### src/rtl/inst_sram_axi_bridge.sv
// Read-only bridge from the fetch stage's SRAM-like instruction port to an
// AXI4 read master. It issues one single-beat AR per accepted request and
// passes R beats back in order, with up to MAX_OUTSTANDING reads in flight.
//
// Handshake semantics: on AR a transfer happens in a cycle where
// arvalid & arready are both high, and araddr/arsize stay stable while
// arvalid is high. On R a beat is consumed in a cycle where rvalid & rready
// are both high. On the fetch side a request is taken only in a cycle where
// inst_sram_addr_ok is high, and data is delivered only in a cycle where
// inst_sram_data_ok is high.
module inst_sram_axi_bridge #(
  parameter logic [3:0]  AXI_ID          = 4'd0,
  parameter int unsigned MAX_OUTSTANDING = 2,
  parameter bit          PROTOCOL_CHECKS = 1'b1
) (
  input  logic        clk,
  input  logic        reset,
  input  logic        inst_sram_req,
  input  logic        inst_sram_wr,
  input  logic [1:0]  inst_sram_size,
  input  logic [31:0] inst_sram_addr,
  input  logic [3:0]  inst_sram_wstrb,
  input  logic [31:0] inst_sram_wdata,
  output logic        inst_sram_addr_ok,
  output logic        inst_sram_data_ok,
  output logic [31:0] inst_sram_rdata,
  output logic [3:0]  arid,
  output logic [31:0] araddr,
  output logic [7:0]  arlen,
  output logic [2:0]  arsize,
  output logic [1:0]  arburst,
  output logic [1:0]  arlock,
  output logic [3:0]  arcache,
  output logic [2:0]  arprot,
  output logic        arvalid,
  input  logic        arready,
  input  logic [3:0]  rid,
  input  logic [31:0] rdata,
  input  logic [1:0]  rresp,
  input  logic        rlast,
  input  logic        rvalid,
  output logic        rready
);

  typedef enum logic {
    AR_IDLE = 1'b0,
    AR_SEND = 1'b1
  } ar_state_t;

  localparam logic [1:0] MAX_CNT = 2'(MAX_OUTSTANDING);

  ar_state_t  state;
  logic [1:0] cnt;

  // Ordering is guaranteed by the slave returning in order, so these
  // inputs carry nothing the bridge needs.
  logic unused_inputs;
  assign unused_inputs = ^{inst_sram_wstrb, inst_sram_wdata, rid, rresp, rlast};

  // Fixed AR attributes: single incrementing beat, normal access.
  assign arid    = AXI_ID;
  assign arlen   = 8'd0;
  assign arburst = 2'b01;
  assign arlock  = 2'b00;
  assign arcache = 4'd0;
  assign arprot  = 3'd0;

  // Accept only when no AR is pending and there is room for another read.
  assign inst_sram_addr_ok = ~reset & inst_sram_req & ~inst_sram_wr &
                             (state == AR_IDLE) & (cnt < MAX_CNT);

  // R beats are only consumed while a read is outstanding; data is passed
  // straight through with no added latency.
  assign rready            = (cnt != 2'd0);
  assign inst_sram_data_ok = rvalid & rready;
  assign inst_sram_rdata   = rdata;

  // AR channel FSM: latch the request on accept, hold it until arready.
  always_ff @(posedge clk) begin
    if (reset) begin
      state   <= AR_IDLE;
      arvalid <= 1'b0;
      araddr  <= 32'd0;
      arsize  <= 3'd0;
    end else begin
      case (state)
        AR_IDLE: begin
          if (inst_sram_addr_ok) begin
            state   <= AR_SEND;
            arvalid <= 1'b1;
            araddr  <= inst_sram_addr;
            arsize  <= {1'b0, inst_sram_size};
          end
        end
        AR_SEND: begin
          if (arready) begin
            state   <= AR_IDLE;
            arvalid <= 1'b0;
          end
        end
        default: begin
          state   <= AR_IDLE;
          arvalid <= 1'b0;
        end
      endcase
    end
  end

  // Outstanding-read counter: up on accept, down on returned beat.
  always_ff @(posedge clk) begin
    if (reset) begin
      cnt <= 2'd0;
    end else begin
      case ({inst_sram_addr_ok, inst_sram_data_ok})
        2'b10:   cnt <= cnt + 2'd1;
        2'b01:   cnt <= cnt - 2'd1;
        default: cnt <= cnt;
      endcase
    end
  end

  // Protocol violations from the fetch side or the slave.
  no_write_req: assert property (@(posedge clk) disable iff (reset || !PROTOCOL_CHECKS)
    !(inst_sram_req && inst_sram_wr))
    else $error("write request on read-only instruction port");

  no_stray_beat: assert property (@(posedge clk) disable iff (reset || !PROTOCOL_CHECKS)
    !(rvalid && (cnt == 2'd0)))
    else $error("R beat with no outstanding read");

  cnt_in_range: assert property (@(posedge clk) disable iff (reset)
    cnt <= MAX_CNT)
    else $error("outstanding count above limit");

endmodule

### config.mk
export PLATFORM = sky130hd
export DESIGN_NAME = inst_sram_axi_bridge
export DESIGN_NICKNAME = d
export VERILOG_FILES = /design/src/rtl/inst_sram_axi_bridge.sv
export SDC_FILE = /design/constraint.sdc
export NUM_CORES = 1
export LEC_CHECK = 0
export BUFFER_PORTS_ARGS = -buffer_cell sky130_fd_sc_hd__buf_2
export CELL_PAD_IN_SITES_DETAIL_PLACEMENT = 1
export CELL_PAD_IN_SITES_GLOBAL_PLACEMENT = 2
export CORE_AREA = 8 8 116 118
export CTS_CLUSTER_SIZE = 30
export DETAILED_ROUTE_END_ITERATION = 8
export DIE_AREA = 0 0 124 126
export HOLD_SLACK_MARGIN = 0.02
export MAX_ROUTING_LAYER = met4
export PLACE_DENSITY = 0.93
export SLEW_MARGIN = 0
export SYNTH_ARGS = -nofsm -noshare
export SYNTH_HDL_FRONTEND = slang
export SYNTH_SLANG_ARGS = --single-unit
### constraint.sdc
create_clock -name clk -period 3.19 [get_ports clk]
set_clock_uncertainty 0.1 [all_clocks]
set_input_delay 0.319 -clock clk [delete_from_list [all_inputs] [get_ports clk]]
set_output_delay 0.319 -clock clk [all_outputs]
set_load 0.05 [all_outputs]
# Word-level counts from Yosys, hierarchy flattened
# Index checks and enable logic that the tools add are counted.
# word_totals
in_bits	115
wordCells	31
out_inout_bits	94
ff_bits	38
# op_classes
eq_ne	4
n_bitwise	8
addsub	2
n_mux	7
n_reduce_logical	4
order_cmp	1
# ops
operator	n
$and A1 B1 Y1	5
$mux W1	4
$ne A2 B2 Y1 const B	2
$pmux W1 S2	2
$pmux W2 S2	1
$reduce_and A2 Y1	2
$reduce_bool A2 Y1	2
$not A1 Y1	3
$add A2 B1 Y2 const B	1
$eq A2 B1 Y1 const B	1
$eq A2 B2 Y1 const B	1
$lt A2 B2 Y1 const B	1
$sub A2 B1 Y2 const B	1

# Longest topological paths before layout
# Gate-level depths: netlist of run 1.
# depth
ltp_word	7
mapped_depth	6
mapped_depth_nobuf	6

# Least setup slack after synthesis of run 1
# No wires, ideal clock.
# synth_path
path_type	register to register
startpoint	register cnt[1]
endpoint	register cnt[1]
synth_period_minus_slack_ps	2183
t_required_ps	3019
setup_ps	71
path_buffers	0
slack_ps	1007
stages_incl_launch_ff	6
t_arrival_ps	2013
cell_sequence	dfxtp_1 > or2_2 > and2_1 > ha_1 > or3_1 > a21oi_1
# synth_via
elab_chain_cells	4
elab_cells_between_ends	10
cone_classes	add/sub: 2; order compare: 1; eq/ne: 2; mux: 1; bitwise: 2; reduce/logical: 2
# synth_lines
element	line_no	source
start: declaration	53	logic [1:0] cnt;
start signal: assignment	115	2'b10: cnt <= cnt + 2'd1;
start signal: assignment	116	2'b01: cnt <= cnt - 2'd1;
start signal: assignment	117	default: cnt <= cnt;
$reduce_bool A2 Y1 *	74	assign rready = (cnt != 2'd0);
named net rready	42	output logic rready
$and A1 B1 Y1 *	75	assign inst_sram_data_ok = rvalid & rready;
named net inst_sram_data_ok	25	output logic inst_sram_data_ok,
$eq A2 B1 Y1 / $eq A2 B2 Y1 (equally long branches)	114	case ({inst_sram_addr_ok, inst_sram_data_ok})
$pmux W2 S2 / $reduce_bool A2 Y1 (equally long branches)	--	
# The timed path passes the listed nets; every way through them passes the cells marked *.
# A chain may end at the register's enable or synchronous reset.

# Final worst setup path of run 1
# layout_path
startpoint	register cnt[1]
endpoint	register araddr[14]
# layout_via
elab_chain_cells	3
# layout_lines
element	line_no	source
$lt A2 B2 Y1	70	(state == AR_IDLE) & (cnt < MAX_CNT);
$and A1 B1 Y1	70	
$reduce_and A2 Y1 (no source line)	--	
end signal: assignment	91	araddr <= inst_sram_addr;
end: declaration	28	output logic [31:0] araddr,
# No other way between the ends.

==> results of run 1 <==
[worst min-delay path, delay by kind of cell]
kind	cells	cell delay [ps]
AND/OR/NAND/NOR	1	40
AO/OA/AOI/OAI	1	50
buffers and inverters	1	90
[worst max path at each step]
stage,slack [ps],cells past startpoint,end
2_1_floorplan,1010,5,cnt[1]
3_3_place_gp,1280,5,araddr[19]
3_5_place_dp,1220,5,araddr[14]
4_1_cts,1240,4,araddr[14]
5_1_grt,1180,4,araddr[14]
6_report,1310,4,araddr[14]
[flip-flops by register name (all words and copies together), names as in the netlist]
| name | count |
|---|---|
| arvalid | 1 |
| araddr | 32 |
| arsize | 2 |
| cnt | 2 |
| state | 1 |
[cells in the mapped netlist (all sizes together)]
cell and n:
nor4b 1, conb 2, xnor2 1, nand2b 2, a21oi 37, inv 1
dfxtp 38, xor2 1, or4b 1, buf 64, or2 1, clkbuf 3
ha 1, nor2 2, nand2 69, and2 1, or3 1, o21ai 1
[power breakdown]
part / internal [mW] / switching (mW)
Sequential: 0.505 / 0.0171
Clock: 0.310 / 0.191
Combinational: 0.0723 / 0.252
Total: 0.887 / 0.460
[per-layer routing]
metal / wire [um] / global-route usage [%] / share of wire (%) / up-vias
met5: 0 / - / 0 / -
met4: 63 / 2.171 / 1.2 / 0
met3: 455 / 2.502 / 8.5 / 5
met2: 2561 / 11.40 / 48 / 68
met1: 2291 / 7.656 / 43 / 704
li1: - / - / - / 718
[final cells by class]
type	count	area, um2
Fill cell	1461	9562
Sequential cell	38	760.7
Multi-Input combinational cell	143	645.6
Timing Repair Buffer	80	407.9
Tap cell	147	183.9
Clock buffer	7	142.6
Clock inverter	1	5.005
Inverter	1	3.754
[cell families after synthesis]
family / Yosys count
AO/OA/AOI/OAI: 38
XOR/XNOR: 2
adder cells (fa/ha/maj): 1
buffers and inverters: 68
flip-flops: 38
other: 2
AND/OR/NAND/NOR: 78
[through the flow]
step           worst slack (ps)  hold slack [ps]  std cells  utilization, %
2_1_floorplan              1007            355.0        249               -
3_3_place_gp               1280            339.5        409           17.09
3_5_place_dp               1217            348.1        409           17.09
4_1_cts                    1238            161.5        417           18.35
5_1_grt                    1180            175.6        417           18.35
6_report                   1306            171.5        417           18.35
==> flow_summary.ini, run 1 <==
[timing]
setup_tns_ps = 0
setup_viol = 0
fmax_ghz = 0.5308
hold_viol = 0
rsz0062_at_grt = false
slew_viol_final = 0
min_period_over_period_pct = 59.06
layout_min_cycle_time_ps = 1884

[floorplan]
start_util_pct = 15.63
core-area_um2 = 11710
num_rows = 40
die-area_um2 = 15620
fp.dieH_um = 126
io_pins = 209
die_w_um = 124

[placed_design]
port_buffers = 77
dp_hpwl_um = 4098
place_congestion = 0.6307
place_area_um2 = 2002

[pwr]
power_density_nw_per_um2 = 626.5
ir_worst_vdd_mv = 0.2372
leakagePower_nw = 0.9961
power_mw = 1.347

[hold_path]
hold_class = primary input to flop
hold_depth = 3
holdPathEnd = arsize[1]
hold_path_startpoint = inst_sram_size[1]

[yosys]
syn_area_per_cell_um2 = 8.064
synthXorXnorAreaFrac_pct = 0.9569
ys_warn_count = 0
yosys_register_bits = 38
syn_area_um2 = 1831
yosys.area_share.simple_pct = 18.11
synth_seq_area_share_pct = 41.56
yosysTopAreaCell = dfxtp_1
synthTopCellsByArea = dfxtp_1, buf_4, nand2_1, a21oi_1, buf_6
synth_top_area_share_pct = 41.56
synth_top_family_by_area = buffers and inverters
syn_inst = 227
synth-compound-area-share_pct = 10.59
yosys-mux-area-fraction_pct = 0
yosys.area_share.adder_pct = 0.6835
netlist-cell-type-count = 21

[clock_network]
clock_sinks = 38
path_clk_slew_ps = 60
cts_max_path_buffers = 2
cts_setup_buffers = 0
cts_hold_buffers = 0
cts_resized = 0
clock_latency_ps = 280
cts_root_buffer = clkbuf_16
cts_buffers = 5
htreeDepth = 2
cts_tree = built

[setup_path]
cp-end-kind = flop
path_buf_inv = 1
crit_chain = or4b_1 > buf_4 > nand2_1 > a21oi_1
crit_path_top_delay_cell = or4b_1
r2r-start = cnt[1]
cp-start-kind = flop
critical_path.max_stage_delay_ps = 770
reg2reg_setup_slack_ps = 1310
critPathLaunch = cnt[1]
cp.required_ps = 3240
r2r_cells = 4
critPathTopFamily = simple AND/OR/NAND/NOR gates
critPathMaxFanout = 26
reg2reg_to = araddr[14]
cp_data_arrival_time_ps = 1930
crit_type = flop to flop

[cells_and_area]
layout.nets = 385
syn_to_final_growth_pct = 17.43
layout-drive-gt1-share_pct = 33.33
diodes = 0
stdcell_area_um2 = 2150
final_common_cell = buf_2
final_cell_mix = buf_2, nand2_1, dfxtp_1, a21oi_1, conb_1

[grt]
antenna_found_initial = 0
grt_overflow = 0
track_usage_pct = 6.943
grt_pass1_wl_um = 8286
first_global_vias = 1666
grt_max_degree = 39

[drt]
first_pass_iters = 2
drtAntennaViolNets = 0
drc = 0
wl_per_cell_um = 12.88
drt_iter0_markers = 21
via_count = 1495
routed_wl_um = 5373
vias_per_cell = 3.585

[outcome]
status = finished, final reports clean

[run]
cap_violations = 0
Note: power is estimated with default switching activity, not from simulation.
==> run 2, diff against run 1 <==
--- a/config.mk
+++ b/config.mk
@@ -8,13 +8,13 @@
 export BUFFER_PORTS_ARGS = -buffer_cell sky130_fd_sc_hd__buf_2
 export CELL_PAD_IN_SITES_DETAIL_PLACEMENT = 1
 export CELL_PAD_IN_SITES_GLOBAL_PLACEMENT = 2
-export CORE_AREA = 8 8 116 118
+export CORE_AREA = 8 8 124 126
 export CTS_CLUSTER_SIZE = 30
 export DETAILED_ROUTE_END_ITERATION = 8
-export DIE_AREA = 0 0 124 126
+export DIE_AREA = 0 0 132 134
 export HOLD_SLACK_MARGIN = 0.02
 export MAX_ROUTING_LAYER = met4
-export PLACE_DENSITY = 0.93
+export PLACE_DENSITY = 0.86
 export SLEW_MARGIN = 0
 export SYNTH_ARGS = -nofsm -noshare
 export SYNTH_HDL_FRONTEND = slang
==> constraint.sdc (replaced) <==
create_clock -name clk -period 1.6 [get_ports clk]
set_clock_uncertainty 0.1 [all_clocks]
set_input_delay 0.16 -clock clk [delete_from_list [all_inputs] [get_ports clk]]
set_output_delay 0.16 -clock clk [all_outputs]
set_load 0.05 [all_outputs]
==> flow_summary.ini, run 2 (synthesis gave the netlist of run 1 again) <==
[timing]
slew_viol_final = 0
hold_ws_ps = 44.78
rsz0062_at_grt = true
layout_min_cycle_time_ps = 1694
fmax_ghz = 0.5903
hold_viol = 0
setup_tns_ps = -186.4
setup_viol = 2
min_period_over_period_pct = 105.9
setup_slack_ps = -93.98

[hold_path]
hold_depth = 3
hold_path_startpoint = inst_sram_size[0]
hold_class = primary input to flop
holdPathEnd = arsize[0]

[placed_design]
dp_hpwl_um = 4225
port_buffers = 77
dp_cells = 446
place_congestion = 0.6319

[setup_path]
critPathMaxFanout = 3
cp.required_ps = 1340
r2r_cells = 6
r2r-start = state
reg2reg_to = cnt[1]
cp-start-kind = flop
reg2reg_setup_slack_ps = -90
critical_path.max_stage_delay_ps = 340
crit_chain = nor4b_4 > nand2b_1 > buf_4 > inv_1 > buf_6
cp-end-kind = primary output
crit_type = flop to primary output
crit_path_top_delay_cell = dfxtp_2
cp_data_arrival_time_ps = 1430

[outcome]
status = finished, violations left
violations = setup timing

[clock_network]
clock_latency_ps = 290
cts_root_buffer = clkbuf_16
path_clk_slew_ps = 60
cts_setup_buffers = 0
cts_buffers = 5
cts_max_path_buffers = 2
cts_tree = built
clock_sinks = 38
htreeDepth = 2

[run]
cap_violations = 0

[pwr]
power_mw = 2.944
ir_worst_vdd_mv = 0.4858
leakagePower_nw = 1.160
power_density_nw_per_um2 = 1128

[floorplan]
fp.dieH_um = 134
start_util_pct = 13.56
core-area_um2 = 13500
die-area_um2 = 17690
io_pins = 209
die_w_um = 132
num_rows = 43

[grt]
grt_max_degree = 39
grt_pass1_wl_um = 9170
antenna_found_initial = 1
first_global_vias = 1770
grt_overflow = 0
track_usage_pct = 6.757

[cells_and_area]
layout.nets = 422
fin_cells = 488
final_cell_mix = buf_2, nand2_1, a21oi_1, dfxtp_1, dlygate4sd3_1
syn_to_final_growth_pct = 42.58
final_common_cell = buf_2
reg_top3 = araddr: 32 flops, arsize: 2 flops, cnt: 2 flops
largest_reg_flops = 32
layout-drive-gt1-share_pct = 32.57
top_register = araddr

[drt]
drt_iter0_markers = 26
drtAntennaViolNets = 0
wl_per_cell_um = 11.97
vias_per_cell = 3.297
via_count = 1609
routed_wl_um = 5842
drc = 0
first_pass_iters = 4
==> run 2: worst max path at each step <==
stage | startpoint | end | slack, ps
global placement | state | cnt[1] | -60
finish | state | inst_sram_addr_ok | -90
detailed placement | state | cnt[1] | -100
CTS | state | inst_sram_addr_ok | -140
floorplan | state | cnt[1] | -170
global route | state | inst_sram_addr_ok | -200
==> run 2: layer usage <==
metal,global-route usage [%],vias to the layer above,routed length (um)
met4,2.936,0,111
met5,-,-,0
met2,11.77,73,2985
met3,3.179,14,513
met1,6.287,730,2231
li1,-,792,-
==> run 2: final cells by class <==
class | count | area [um2]
fill | 1612 | 10890
timing repair buffer | 117 | 774.5
sequential | 38 | 763.2
multi-input combinational | 143 | 670.6
tap | 180 | 225.2
clock buffer | 5 | 125.1
clock inverter | 3 | 45.04
inverter | 1 | 3.754
antenna | 1 | 2.502
==> run 2: report_power, final <==
part	switching, mW	internal, mW	total, mW	leakage, nW
Combinational	0.526	0.230	0.756	0.773
Sequential	0.0318	1.01	1.04	0.311
Clock	0.414	0.735	1.15	0.0760
Total	0.972	1.97	2.94	1.16
==> run 2: metrics by stage <==
stage	utilization, %	cell area [um2]	setup WS (ps)
after detailed placement	15.50	2093	-100.2
after global routing	19.33	2610	-196.3
final	19.33	2610	-93.98
after global placement	15.50	2093	-57.39
after CTS	19.25	2600	-137.5
after floorplan	-	1933	-168.1
==> run 2: critical path: cells and delay by family, from the launching register on <==
family / cells / cell delay, ps
simple gates: 2 / 440
buf+inv: 3 / 350
flops: 1 / 340
==> run 2: repair_timing <==
action / in CTS / in global routing
endpoints found under the hold margin: 33 / 0
resized for setup: 2 / 1
hold buffers: 33 / 0
setup endpoints to repair: 2 / 23
==> run 3, diff against run 2 <==
--- a/config.mk
+++ b/config.mk
@@ -6,6 +6,7 @@
 export NUM_CORES = 1
 export LEC_CHECK = 0
 export BUFFER_PORTS_ARGS = -buffer_cell sky130_fd_sc_hd__buf_2
+export CAP_MARGIN = 30
 export CELL_PAD_IN_SITES_DETAIL_PLACEMENT = 1
 export CELL_PAD_IN_SITES_GLOBAL_PLACEMENT = 2
 export CORE_AREA = 8 8 124 126
@@ -15,6 +16,7 @@
 export HOLD_SLACK_MARGIN = 0.02
 export MAX_ROUTING_LAYER = met4
 export PLACE_DENSITY = 0.86
+export RECOVER_POWER = 100
 export SLEW_MARGIN = 0
 export SYNTH_ARGS = -nofsm -noshare
 export SYNTH_HDL_FRONTEND = slang
==> flow_summary.ini, run 3 (synthesis gave the netlist of run 1 again) <==
[outcome]
status = finished, violations left
violations = setup timing

[timing]
setup_viol = 2
setup_slack_ps = -95.91
layout_min_cycle_time_ps = 1696
tightest_slew_ps = 668.0
slew_viol_final = 0
min_period_over_period_pct = 106.0
rsz0062_at_grt = true
hold_viol = 0
fmax_ghz = 0.5897
relSlewSlack_pct = 55.66

[setup_path]
cp.required_ps = 1340
crit_path_top_delay_cell = dfxtp_2
critPathMaxFanout = 3
crit_type = flop to primary output
crit_chain = nor4b_4 > nand2b_1 > buf_4 > inv_1 > buf_6
r2r_cells = 6
critical_path.max_stage_delay_ps = 340
cp_data_arrival_time_ps = 1440
cp-end-kind = primary output
cp-start-kind = flop

[cells_and_area]
syn_to_final_growth_pct = 40.19
layout.nets = 422
fin_cells = 488
final_cell_mix = nand2_1, buf_2, a21oi_1, dfxtp_1, clkbuf_1
top_register = araddr
final_common_cell = nand2_1
reg_top3 = araddr: 32 flops, arsize: 2 flops, cnt: 2 flops
layout-drive-gt1-share_pct = 21.17
largest_reg_flops = 32

[drt]
via_count = 1620
wl_per_cell_um = 12.01
drtAntennaViolNets = 0
wl_met3_um = 541
drt-met1-wl_um = 2211
drc = 0
vias_per_cell = 3.320
highest_layer = met4
drt_iter0_markers = 25
routed_wl_um = 5861
wl_met2_um = 2996
first_pass_iters = 4

[clock_network]
cts_buffers = 5
htreeDepth = 2
cts_root_buffer = clkbuf_16
cts_tree = built
clock_latency_ps = 290
clock_sinks = 38
path_clk_slew_ps = 60
cts_max_path_buffers = 2

[placed_design]
port_buffers = 77
place_congestion = 0.6319
dp_cells = 446
post-place-ws_ps = -100.2
dp_hpwl_um = 4225

[grt]
first_global_vias = 1770
track_usage_pct = 6.757
grt_max_degree = 39
grt_pass1_wl_um = 9170
grt_overflow = 0
antenna_found_initial = 1

[pwr]
power_mw = 2.932
ir_worst_vdd_mv = 0.4852
leakagePower_nw = 1.014
power_density_nw_per_um2 = 1143

[floorplan]
io_pins = 209
die_w_um = 132
core-area_um2 = 13500
start_util_pct = 13.56
fp.dieH_um = 134
die-area_um2 = 17690
num_rows = 43

[hold_path]
hold_class = primary input to flop
hold_depth = 3

[run]
cap_violations = 0
-- run 3: power breakdown --
group | total [mW] | leakage, nW | internal [mW] | switching [mW]
clock network | 1.15 | 0.0760 | 0.735 | 0.414
logic | 0.743 | 0.626 | 0.216 | 0.527
registers | 1.04 | 0.311 | 1.01 | 0.0334
total | 2.93 | 1.01 | 1.96 | 0.974
-- run 3: area by class of cell --
cell class	instances	area, um2
sequential	38	763.2
clock inverter	3	45.04
fill	1636	10940
inverter	1	3.754
multi-input combinational	143	670.6
tap	180	225.2
timing repair buffer	117	730.7
clock buffer	5	125.1
antenna	1	2.502
-- run 3: repair_timing --
action,in CTS,in global routing
buffers inserted,0,0
endpoints found under the hold margin,33,0
resized for setup,2,1
setup endpoints to repair,2,23
gates cloned,0,0
hold buffers,33,0
-- run 3: worst max-delay path: cells and delay by family, from the launching register on --
kind,cells,cell delay [ps]
DFF,1,340
buffers and inverters,3,350
and+or+nand+nor,2,440
-- run 3: path summary, 6_finish.rpt --
check                                       start                end  slack [ps]
worst max-delay path                        state  inst_sram_addr_ok        -100
worst max register to register              state             cnt[1]         -90
worst min-delay path            inst_sram_size[0]          arsize[0]          40
worst min register to register         araddr[25]         araddr[25]         350
-- run 3: metal layers --
layer,global-route usage (%),vias to the layer above
li1,-,793
met5,-,-
met3,3.179,14
met2,11.77,77
met1,6.287,736
met4,2.936,0
-- run 3: metrics by stage --
step                      TNS [ps]  hold slack, ps  area (um2)  util (%)
after CTS                   -255.0           24.99        2600     19.25
after global placement      -57.39           220.3        2093     15.50
after global routing         -1150           27.70        2566     19.00
after floorplan             -168.1           196.0        1933         -
after detailed placement    -100.2           220.3        2093     15.50
final                       -190.0           44.74        2566     19.00
